### config.mk
export PLATFORM = sky130hd
export DESIGN_NAME = ahb_bus_arbiter
export DESIGN_NICKNAME = d
export VERILOG_FILES = /design/src/rtl/ahb_bus_arbiter.sv
export SDC_FILE = /design/constraint.sdc
export NUM_CORES = 1
export LEC_CHECK = 0
export ABC_CLOCK_PERIOD_IN_PS = 3750
export BUFFER_PORTS_ARGS = -buffer_cell sky130_fd_sc_hd__buf_2
export CAP_MARGIN = 10
export CORE_UTILIZATION = 25
export CTS_BUF_LIST = sky130_fd_sc_hd__clkbuf_16
export CTS_CLUSTER_DIAMETER = 150
export DETAILED_ROUTE_END_ITERATION = 6
export PLACE_DENSITY_LB_ADDON = 0.15
export SLEW_MARGIN = 20
export SYNTH_ARGS = -nofsm -noshare
export SYNTH_HDL_FRONTEND = slang
export SYNTH_SLANG_ARGS = --single-unit
### constraint.sdc
create_clock -name i_hclk -period 3.75 [get_ports i_hclk]
set_input_delay 0.1875 -clock i_hclk [delete_from_list [all_inputs] [get_ports i_hclk]]
set_output_delay 0.1875 -clock i_hclk [all_outputs]
set_load 0.1 [all_outputs]
### src/rtl/ahb_bus_arbiter.sv
// rtl/ahb_bus_arbiter.sv - round-robin AHB bus arbiter with burst-aware handover
//
// Purpose: shares one AHB subordinate fabric between N_MGR managers. Grants
// change only at legal points: idle cycles, the last beat of a fixed-length
// burst, the end of an INCR burst (owner drops its request), the INCR beat cap
// when another manager is waiting, or the response edge that follows an
// ERROR/RETRY/SPLIT.
//
// Ports:
//   i_hclk       clock
//   i_hreset     synchronous reset, active-high
//   i_hbusreq    per-manager bus request (bit k = manager k)
//   i_htrans     muxed HTRANS of the address-phase owner
//   i_hburst     muxed HBURST of the address-phase owner
//   i_hready     bus HREADY
//   i_hresp      bus HRESP
//   o_hgrant     one-hot registered grant
//   o_hmaster    index of the address-phase owner (address/control mux select)
//   o_hmaster_d  index of the data-phase owner (write/read data mux select)
module ahb_bus_arbiter #(
    parameter int N_MGR       = 4,
    parameter int DEFAULT_MGR = 0,
    parameter int MAX_INCR    = 16
) (
    input  logic                     i_hclk,
    input  logic                     i_hreset,
    input  logic [N_MGR-1:0]         i_hbusreq,
    input  logic [1:0]               i_htrans,
    input  logic [2:0]               i_hburst,
    input  logic                     i_hready,
    input  logic [1:0]               i_hresp,
    output logic [N_MGR-1:0]         o_hgrant,
    output logic [$clog2(N_MGR)-1:0] o_hmaster,
    output logic [$clog2(N_MGR)-1:0] o_hmaster_d
);
    localparam int MW   = $clog2(N_MGR);
    // The counter must reach both the longest fixed burst and the INCR cap.
    localparam int CMAX = (MAX_INCR > 16) ? MAX_INCR : 16;
    localparam int CW   = $clog2(CMAX + 1);

    localparam logic [1:0] HT_IDLE   = 2'd0;
    localparam logic [1:0] HT_NONSEQ = 2'd2;
    localparam logic [1:0] HT_SEQ    = 2'd3;
    localparam logic [1:0] HR_OKAY   = 2'd0;

    typedef enum logic {
        ST_IDLE,
        ST_BURST
    } state_t;

    state_t           state_q, state_d;
    logic [CW-1:0]    cnt_q, cnt_d;
    logic [4:0]       len_q, len_d;
    logic             err_pend_q, err_pend_d;
    logic [MW-1:0]    rr_q, rr_d;
    logic [MW-1:0]    hmaster_q, hmaster_d;
    logic [MW-1:0]    data_owner_q, data_owner_d;
    logic [N_MGR-1:0] hgrant_q, hgrant_d;

    logic             accept;
    logic [CW-1:0]    cnt_new;
    logic [4:0]       len_new;
    logic             last_beat;
    logic             owner_req;
    logic             other_req;
    logic             handover;
    logic [MW-1:0]    winner;
    logic [MW-1:0]    scan_idx;
    logic             found;

    // Beats per burst; 0 stands for undefined-length INCR.
    function automatic logic [4:0] burst_len(input logic [2:0] hburst);
        case (hburst[2:1])
            2'd0:    burst_len = hburst[0] ? 5'd0 : 5'd1;
            2'd1:    burst_len = 5'd4;
            2'd2:    burst_len = 5'd8;
            default: burst_len = 5'd16;
        endcase
    endfunction

    // What the beat tracker would look like if this cycle's beat is accepted.
    always_comb begin
        accept  = i_hready && (i_htrans == HT_NONSEQ || i_htrans == HT_SEQ);
        len_new = (i_htrans == HT_NONSEQ) ? burst_len(i_hburst) : len_q;
        if (i_htrans == HT_NONSEQ) begin
            cnt_new = CW'(1);
        end else if (cnt_q == CW'(CMAX)) begin
            cnt_new = cnt_q;
        end else begin
            cnt_new = cnt_q + CW'(1);
        end
        last_beat = (len_new != 5'd0) && (cnt_new == CW'(len_new));
        owner_req = |(i_hbusreq & hgrant_q);
        other_req = |(i_hbusreq & ~hgrant_q);
    end

    // Round-robin scan starting just after the last winner; the last winner
    // itself is considered last so a lone requester keeps the bus.
    always_comb begin
        winner   = MW'(DEFAULT_MGR);
        found    = 1'b0;
        scan_idx = '0;
        for (int i = 1; i <= N_MGR; i++) begin
            scan_idx = MW'((int'(rr_q) + i) % N_MGR);
            if (!found && i_hbusreq[scan_idx]) begin
                found  = 1'b1;
                winner = scan_idx;
            end
        end
    end

    always_comb begin
        state_d      = state_q;
        cnt_d        = cnt_q;
        len_d        = len_q;
        err_pend_d   = err_pend_q;
        rr_d         = rr_q;
        hmaster_d    = hmaster_q;
        hgrant_d     = hgrant_q;
        data_owner_d = data_owner_q;
        handover     = 1'b0;

        if (i_hready) begin
            data_owner_d = hmaster_q;
            if (err_pend_q) begin
                // Second response cycle: the burst is dead, release the bus.
                err_pend_d = 1'b0;
                cnt_d      = '0;
                len_d      = '0;
                state_d    = ST_IDLE;
                handover   = 1'b1;
            end else begin
                if (i_htrans == HT_IDLE) begin
                    handover = 1'b1;
                end
                if (accept) begin
                    cnt_d   = cnt_new;
                    len_d   = len_new;
                    state_d = last_beat ? ST_IDLE : ST_BURST;
                    if (last_beat) begin
                        handover = 1'b1;
                    end
                    if (len_new == 5'd0 && !owner_req) begin
                        handover = 1'b1;
                    end
                    if (len_new == 5'd0 && cnt_new == CW'(MAX_INCR) && other_req) begin
                        handover = 1'b1;
                    end
                end
            end
        end else if (i_hresp != HR_OKAY) begin
            err_pend_d = 1'b1;
        end

        if (handover) begin
            rr_d             = winner;
            hmaster_d        = winner;
            hgrant_d         = '0;
            hgrant_d[winner] = 1'b1;
        end
    end

    always_ff @(posedge i_hclk) begin
        if (i_hreset) begin
            state_q      <= ST_IDLE;
            cnt_q        <= '0;
            len_q        <= '0;
            err_pend_q   <= 1'b0;
            rr_q         <= MW'(DEFAULT_MGR);
            hmaster_q    <= MW'(DEFAULT_MGR);
            data_owner_q <= MW'(DEFAULT_MGR);
            hgrant_q     <= {{(N_MGR-1){1'b0}}, 1'b1} << DEFAULT_MGR;
        end else begin
            state_q      <= state_d;
            cnt_q        <= cnt_d;
            len_q        <= len_d;
            err_pend_q   <= err_pend_d;
            rr_q         <= rr_d;
            hmaster_q    <= hmaster_d;
            data_owner_q <= data_owner_d;
            hgrant_q     <= hgrant_d;
        end
    end

    assign o_hgrant    = hgrant_q;
    assign o_hmaster   = hmaster_q;
    assign o_hmaster_d = data_owner_q;

endmodule

==> metrics.txt <==
CP startpoint kind=flip-flop; Clk pin slew, worst setup/hold paths=0.06 ns; Fin. Hold Viols=0; Hold Crit Class=input port to flip-flop; CTS tree=yes; Port Buf Inserts=21; Ports=22; initial antenna violation count=0; sequential area share after synthesis=28.7%; unrepaired setup endpoints after global routing=false; total wire length=3430 um; Final setup viols=0; reg2reg start=cnt_q[0]$_SDFFE_PP0P_; FP Rows=26; area of the die=5610 um^2; fin nets=198; number of cells produced by synthesis=164; WHS Path Cells=3; CP peak stage delay=0.54 ns; antenna diode count=0; async set-reset flop share out of synthesis=0%; final worst path period share=67.9%; Die Y-Extent=74.9 um; R2R cell count=9; post-route minimum period=2.55 ns; CP endpoint kind=flip-flop; Num CTS Buffers=3; DRC=0; Critical Path Fanout Max=7; Post-synth EDFFs=0; Clock Tree Buf Depth=2; Slew HR=59.6%; antenna viol nets, final=0; WHS Endpoint=err_pend_q$_SDFFE_PP0P_; largest net degree at the start of global routing=23; post-DP HPWL=2570 um; Synth Flop Type=dfxtp_1; Setup CP Type=flip-flop to flip-flop; Synth area leader=dfxtp_1; first-pass GRT wire length=5950 um; Vias=1264; Synth area leaders=dfxtp_1, a21oi_1, o21ai_0; FF+latch count, synth=19; area grow syn2layout=17.1%; setup TNS=0 ns; post-synthesis net count=180; top cell type's share of synthesized area=28.7%; Yosys warning total=0; synth unique cells=49; Max Clk Rate=393 MHz; capture point of the worst reg-to-reg path=o_hgrant[2]$_SDFFE_PP0P_; starting density of the core=26.0%; critical path required time=3.94 ns; drt first pass iters=4; post_cts resized=0; GRT Total Usage=14.3%; Arr. time, crit path=2.74 ns; core region area=5110 um^2; Via density=5.04; max_cap viols=0; power per cell area=379 nW/um^2; Post-CTS Setup Repair Bufs=0; Syn Area/Cell=8.09 um^2; htree depth=1; count of pins over their slew limit=0; layout cell share with drive strength beyond 1=21.5%; FF-to-FF setup slack=1.20 ns; GR Overflow Total=0; hold_buf cts=0; Clock Latency Late Sink=0.26 ns; CTS sink count=19; static leakage=0.610 nW; Worst Tran Pin Value=0.605 ns; cell chain of the critical path=inv_1, ha_1, xnor2_1, a21boi_0, o21ai_0, a211oi_2, a311oi_2, or4_1, a21oi_1; Hold Path Origin=i_hresp[0]; vias in the first global route=1205; initial drt markers=58; Setup Skew=0.00330 ns; VDD IR max=0.130 mV; Cell Area, Synth=1330 um^2; status=complete, no violations; Die W=74.9 um; gpl congestion=0.848; Critical-path top delay cell=or4_1; Routed WL per cell=13.7 um; fin util=30.4%; CTS Root Buffer Type=clkbuf_16
[cell families after synthesis]
logic type	share of synthesized area (%)
adders and majority gates	1.88
muxes	3.39
buffers and inverters	5.94
xor gates and xnor gates	3.96
AOI/OAI and AO/OA	28.3
DFF	28.7
and+or+nand+nor	27.9
[sequential cells by signal, summed over array words and instances (netlist names)]
| name | flops |
|---|---|
| len_q | 5 |
| o_hmaster | 2 |
| o_hmaster_d | 2 |
| err_pend_q | 1 |
| o_hgrant | 4 |
| cnt_q | 5 |
[how the worst max path moves through the flow]
stage / start / end / slack [ns] / depth (start not counted)
2_1_floorplan: cnt_q[0]$_SDFFE_PP0P_ / o_hgrant[2]$_SDFFE_PP0P_ / 1.42 / 9
3_3_place_gp: cnt_q[0]$_SDFFE_PP0P_ / o_hgrant[2]$_SDFFE_PP0P_ / 1.29 / 9
3_5_place_dp: cnt_q[0]$_SDFFE_PP0P_ / o_hgrant[2]$_SDFFE_PP0P_ / 1.20 / 9
4_1_cts: cnt_q[0]$_SDFFE_PP0P_ / o_hgrant[2]$_SDFFE_PP0P_ / 1.18 / 9
5_1_grt: cnt_q[0]$_SDFFE_PP0P_ / o_hgrant[2]$_SDFFE_PP0P_ / 1.03 / 9
6_report: cnt_q[0]$_SDFFE_PP0P_ / o_hgrant[2]$_SDFFE_PP0P_ / 1.20 / 9
[through the flow]
step / setup slack [ns] / hold slack [ns] / power (W) / std cells / instance area (um^2)
4_1_cts: 1.18 / 0.195 / 0.000597 / 251 / 1550
3_3_place_gp: 1.29 / 0.446 / 0.000368 / 247 / 1480
5_1_grt: 1.03 / 0.295 / 0.000619 / 251 / 1550
6_report: 1.20 / 0.196 / 0.000588 / 251 / 1550
2_1_floorplan: 1.42 / 0.357 / 0.000335 / 164 / 1330
3_5_place_dp: 1.20 / 0.460 / 0.000369 / 247 / 1480
[report_power, final]
part,internal (W),total [W],switching (W),leakage (nW)
sequential,0.000210,0.000221,0.0000107,0.154
combinational,0.0000407,0.000143,0.000102,0.413
clock,0.000142,0.000224,0.0000820,0.0423
[final cells by class]
cell class | instances | area (um^2)
fill | 555 | 3550
clock buffer | 3 | 75.1
tap | 70 | 87.6
timing repair buffer | 21 | 105
clock inverter | 1 | 3.75
sequential | 19 | 380
inverter | 9 | 33.8
multi-input combinational | 128 | 868
[per-layer routing]
metal | up-vias | wire [um] | GRT usage, % | share of wire (%)
li1 | 637 | - | - | -
met5 | - | 0 | 0 | 0
met4 | 0 | 55 | 6.71 | 1.6
met3 | 5 | 112 | 3.08 | 3.3
met1 | 593 | 1680 | 18.5 | 49
met2 | 29 | 1590 | 22.6 | 46
[worst max-delay path: cells and delay by family, from the launching register on]
kind / cells / cell delay (ns)
AOI/OAI and AO/OA: 5 / 0.93
and+or+nand+nor: 1 / 0.54
DFF: 1 / 0.41
adders and majority gates: 1 / 0.34
xor gates and xnor gates: 1 / 0.17
buffers and inverters: 1 / 0.08
[layout by cell type, fill, tap and decap left out, types with 4 or more instances in the layout]
| master | netlist | layout |
|---|---|---|
| nand2_1 | 14 | 14 |
| nand3_1 | 6 | 6 |
| o21ai_0 | 11 | 11 |
| nor2_1 | 12 | 12 |
| dfxtp_1 | 19 | 19 |
| nor3_1 | 5 | 5 |
| xor2_1 | 4 | 4 |
| inv_1 | 9 | 10 |
| a22oi_1 | 5 | 5 |
| buf_2 | 0 | 21 |
| a21oi_1 | 14 | 14 |
| nand2b_1 | 6 | 6 |
[cell usage after synthesis, types with 3 or more instances]
cell / n
nand3_1: 6
dfxtp_1: 19
nand2_1: 14
xor2_1: 4
o31ai_1: 3
a31oi_1: 3
a21oi_1: 14
o21ai_0: 11
mux2i_1: 3
nand2b_1: 6
nor3_1: 5
a21oi_2: 3
clkbuf_1: 4
nor2_1: 12
a22oi_1: 5
inv_1: 9
Power figures use the tool's default switching activity.
